## config.mk

```make
export PLATFORM = sky130hd
export DESIGN_NAME = mem_access_unit
export DESIGN_NICKNAME = d
export VERILOG_FILES = /design/src/rtl/mem_access_unit.sv
export SDC_FILE = /design/constraint.sdc
export NUM_CORES = 1
export LEC_CHECK = 0
export BUFFER_PORTS_ARGS = -buffer_cell sky130_fd_sc_hd__buf_2
export CORE_UTILIZATION = 45
export DETAILED_ROUTE_END_ITERATION = 6
export PLACE_DENSITY = 0.71
export SLEW_MARGIN = 20
export SYNTH_ARGS = -nofsm -noshare
export SYNTH_HDL_FRONTEND = slang
export SYNTH_SLANG_ARGS = --single-unit
```

## constraint.sdc

```tcl
create_clock -name clk -period 2 [get_ports clk]
set_input_delay 0.1 -clock clk [delete_from_list [all_inputs] [get_ports clk]]
set_output_delay 0.1 -clock clk [all_outputs]
set_load 0.02 [all_outputs]
```

## src/rtl/mem_access_unit.sv

```systemverilog
// Load/store unit: one memory op at a time on a req/ack bus, with byte lane steering and load data alignment.
// Optional MISALIGN_CHECK_EN: misaligned halfword/word ops pulse error instead of reaching the bus.
module mem_access_unit (
    input  logic        clk,
    input  logic        nRst,
    input  logic        start,
    input  logic [5:0]  cuOP,
    input  logic [31:0] addr,
    input  logic [31:0] storeData,
    output logic        busy,
    output logic        done,
    output logic        error,
    output logic [31:0] memload,
    output logic        bus_req,
    output logic        bus_we,
    output logic [31:0] bus_addr,
    output logic [31:0] bus_wdata,
    output logic [3:0]  bus_be,
    input  logic [31:0] bus_rdata,
    input  logic        bus_ack
);

    localparam logic [5:0] OP_LB  = 6'd10;
    localparam logic [5:0] OP_LH  = 6'd11;
    localparam logic [5:0] OP_LBU = 6'd13;
    localparam logic [5:0] OP_LHU = 6'd14;
    localparam logic [5:0] OP_SB  = 6'd15;
    localparam logic [5:0] OP_SH  = 6'd16;
    localparam logic [5:0] OP_SW  = 6'd17;

    typedef enum logic [1:0] {IDLE, REQ, DONE, ERR} state_t;

    state_t      state, state_next;
    logic        is_mem, is_store, is_byte, is_half, misaligned;
    logic        accept, complete;
    logic [3:0]  be_new;
    logic [31:0] wdata_new;
    logic [5:0]  op_q;
    logic [1:0]  lane_q;
    logic [31:0] byte_shift, half_shift, load_word;

    always_comb begin
        is_mem   = (cuOP >= OP_LB) && (cuOP <= OP_SW);
        is_store = (cuOP >= OP_SB) && (cuOP <= OP_SW);
        is_byte  = (cuOP == OP_LB) || (cuOP == OP_LBU) || (cuOP == OP_SB);
        is_half  = (cuOP == OP_LH) || (cuOP == OP_LHU) || (cuOP == OP_SH);
        if (is_byte) begin
            be_new    = 4'b0001 << addr[1:0];
            wdata_new = {4{storeData[7:0]}};
        end else if (is_half) begin
            be_new    = 4'b0011 << {addr[1], 1'b0};
            wdata_new = {2{storeData[15:0]}};
        end else begin
            be_new    = 4'b1111;
            wdata_new = storeData;
        end
        if (!is_store) begin
            wdata_new = '0;
        end
`ifdef MISALIGN_CHECK_EN
        misaligned = is_half ? addr[0] : (!is_byte && (addr[1:0] != 2'b00));
`else
        misaligned = 1'b0;
`endif
    end

    always_ff @(posedge clk or negedge nRst) begin
        if (!nRst) begin
            state <= IDLE;
        end else begin
            state <= state_next;
        end
    end

    always_comb begin
        state_next = state;
        accept     = 1'b0;
        complete   = 1'b0;
        case (state)
            IDLE: begin
                if (start && is_mem) begin
                    if (misaligned) begin
                        state_next = ERR;
                    end else begin
                        state_next = REQ;
                        accept     = 1'b1;
                    end
                end
            end
            REQ: begin
                if (bus_ack) begin
                    state_next = DONE;
                    complete   = 1'b1;
                end
            end
            DONE:    state_next = IDLE;
            ERR:     state_next = IDLE;
            default: state_next = IDLE;
        endcase
    end

    // Read data arrives word-aligned; shift the addressed lane down to bit 0
    always_comb begin
        byte_shift = bus_rdata >> {lane_q, 3'b000};
        half_shift = bus_rdata >> {lane_q[1], 4'b0000};
        case (op_q)
            OP_LB, OP_LBU: load_word = byte_shift & 32'h0000_00FF;
            OP_LH, OP_LHU: load_word = half_shift & 32'h0000_FFFF;
            default:       load_word = bus_rdata;
        endcase
    end

    always_ff @(posedge clk or negedge nRst) begin
        if (!nRst) begin
            busy      <= 1'b0;
            done      <= 1'b0;
            error     <= 1'b0;
            bus_req   <= 1'b0;
            bus_we    <= 1'b0;
            bus_addr  <= '0;
            bus_wdata <= '0;
            bus_be    <= '0;
            memload   <= '0;
            op_q      <= '0;
            lane_q    <= '0;
        end else begin
            busy    <= (state_next != IDLE);
            done    <= (state_next == DONE);
            error   <= (state_next == ERR);
            bus_req <= (state_next == REQ);
            if (accept) begin
                op_q      <= cuOP;
                lane_q    <= addr[1:0];
                bus_we    <= is_store;
                bus_addr  <= {addr[31:2], 2'b00};
                bus_wdata <= wdata_new;
                bus_be    <= be_new;
            end
            if (complete && (op_q < OP_SB)) begin
                memload <= load_word;
            end
        end
    end

endmodule

```

==> key figures <==
STA
  – Max transition margin: 57.1%
  – Worst-margin pin slew: 0.643 ns
  – Setup TNS: 0 ns
  – Final setup fails: 0
  – Final period util: 91.7%
  – Endpoints failing hold: 0
  – F_max: 0.545 GHz
  – Clock Skew: about 0.0048 ns
  – Slew Viols, Final: 0
  – RSZ-0062 raised after global routing: false
  – Final min period: 1.83 ns

Synthesis
  – Dominant synthesized flop cell: dfrtp_1
  – Synth Cell Area: 0.00528 mm^2
  – Syn Area/Cell: between 10 and 15 um^2
  – Most numerous cell in the Yosys netlist: dfrtp_1
  – Synth cell count leaders: dfrtp_1 (113), mux2_2 (44), a22o_1 (26), nand3_1 (23)
  – Synth Instances: 434
  – Post-synth ARST share: 100%
  – EDFF count, synth: 0
  – Ys Warns: 0
  – Post-synth top area share: 53.5%
  – Post-synth cell types: 52
  – Yosys reg bits: 113
  – Leading area contributor after synthesis: dfrtp_1
  – Seq/Total Area, Yosys: 53.5%
  – Top post-synthesis cells by area: dfrtp_1 (54%), mux2_2 (9.4%), a22o_1 (4.3%), mux4_2 (3.0%), mux2i_1 (2.3%)

Die
  – # rows: 39
  – Io pins: 211
  – Core area: 0.0114 mm^2
  – Die Wd: 110 um
  – Die H: 110 um
  – Die Area: 0.0122 mm^2
  – Initial Util: 46.3%

Clock network
  – Root Buffer: clkbuf_16
  – Total CTS buffers: 17
  – CTS tree: built
  – Clock sink count: between 100 and 150
  – Cts repair resizes: 0
  – Worst-path clk slew: about 0.05 ns
  – Clock Latency Late Sink: 0.40 ns
  – Number of setup buffers added after CTS: 0
  – H-Tree Depth: 4
  – Clock Tree Buf Depth: 2

Route
  – Drt via density: 5.64
  – Antenna-violating nets left: 0
  – Pre-antenna DRT Iters: 5
  – WL/cell: around 18 um
  – Final WL: 15.8 mm
  – Via count: 4959
  – DR DRC count: 0
  – DRT iter0 DRCs: around 500

Final layout
  – Ant diodes: 0
  – Post-layout nets: 831
  – Finished Core Util: about 69%
  – Area delta synth->final: 49.1%
  – Share of cells above drive strength 1: 43.3%

Global route
  – Grt total ovfl: 0
  – Overall routing resource usage: 26.3%
  – Largest net degree at the start of global routing: 43
  – Antenna violations before repair: 0
  – Global-route wire length before repair: approximately 24 mm
  – Vias in the first global route: 4841

Critical path
  – Crit-path max FO: 23
  – Startpoint Class: register
  – Kind of critical path: reg -> reg
  – R2R setup slack: 0.17 ns
  – Worst Path Arrival: about 2.1 ns
  – CP endpoint kind: register
  – Crit path required time: 2.30 ns
  – Reg2reg path depth: 4

Power
  – Total power: 9.67 mW
  – Pwr Density: between 1000 and 1500 mW/mm^2
  – Static leakage: around 3.8 nW
  – Worst VDD drop: 923 uV

Job
  – Max_cap viols: 0

Run status
  – Status: finished clean

Placed design
  – Hpwl dp: 10.4 mm
  – GPL Wtd Cong: 0.859
  – Port Buffers: 208

Hold path
  – Min-Delay Path Class: in -> reg
  – Hold path cells: 3
per-layer routing:
metal	global-route usage [%]	vias to the layer above	part of all wire, %
met5	0	-	0
met4	11.5	0	2.3
met3	7.47	35	8.2
met2	42.4	288	49
met1	33.1	2391	41
li1	-	2245	-
kinds of logic (layout without fill, tap and decap cells):
group,count (synthesis),after routing,share of synthesized area (%)
other,1,3,0.0710
muxes,63,63,14.6
DFF,113,113,53.5
xor gates and xnor gates,2,2,0.332
and+or+nand+nor,81,81,8.83
buffers and inverters,45,345,4.00
AOI/OAI and AO/OA,129,129,18.6
critical path, cell delays in order (launching register included):
cell     delay, ns
dfrtp_1       0.41
nor4b_4       0.33
buf_4         0.31
nand2_1       0.31
o32ai_1       0.37
final timing paths:
| check | startpoint | to |
|---|---|---|
| setup / recovery | state[1]$_DFF_PN0_ | bus_wdata[26]$_DFFE_PN0P_ |
| setup reg to reg | state[1]$_DFF_PN0_ | bus_wdata[26]$_DFFE_PN0P_ |
| max in group asynchronous | nRst | bus_addr[7]$_DFFE_PN0P_ |
| min in group asynchronous | nRst | bus_wdata[24]$_DFFE_PN0P_ |
| hold reg to reg | bus_we$_DFFE_PN0P_ | bus_we$_DFFE_PN0P_ |
| hold / removal | storeData[13] | bus_wdata[13]$_DFFE_PN0P_ |
power breakdown:
part | internal, mW | switching (mW) | leakage, nW
Combinational | 1.45 | 1.94 | 2.12
Sequential | 3.00 | 0.446 | 1.39
Clock | 1.85 | 0.993 | 0.281
Total | 6.30 | 3.38 | 3.79
cell usage in the layout (no fill, tap or decap), types with 7 or more instances in the layout:
cell and count:
a222oi_1 7, buf_4 19, dfrtp_1 113, buf_2 207, mux4_2 7, nand2_1 13, nand3_1 23, a21oi_1 17
nor2_1 18, dlygate4sd3_1 74, a22o_1 26, clkbuf_16 17, o21ai_0 18, o211ai_1 13, o2bb2ai_1 9, mux2i_1 12
mux2_2 44, inv_1 10, o2111ai_1 8
sequential cells by signal, indices dropped and copies added, names as in the netlist:
name,flops
state,2
op_q,6
bus_we,1
lane_q,2
busy,1
bus_be,4
bus_req,1
memload,32
done,1
error,1
bus_addr,30
bus_wdata,32
through the flow:
stage | std cells | setup slack, ns | hold slack (ns) | area [um^2]
floorplan | 436 | 0.284 | -0.196 | 5290
global placement | 775 | 0.274 | 0.0884 | 6580
detailed placement | 775 | 0.180 | 0.0954 | 6580
CTS | 879 | 0.182 | 0.00518 | 7870
global route | 879 | 0.00778 | 0.0201 | 7870
finish | 879 | 0.165 | 0.0162 | 7870
final cells by class:
type                    count  area (um^2)
clock buffers              24          502
clock inverters             6         55.1
fillers                   862         3540
inverters                  10         37.5
multi-input cells         278         2250
flip-flops and latches    113         2830
well taps                 143          179
repair buffers            305         2020
timing repair:
action / in CTS / in global routing
setup endpoints to repair: 0 / 1
endpoints found under the hold margin: 107 / 0
hold buffers: 74 / 0
Power figures use the tool's default switching activity.
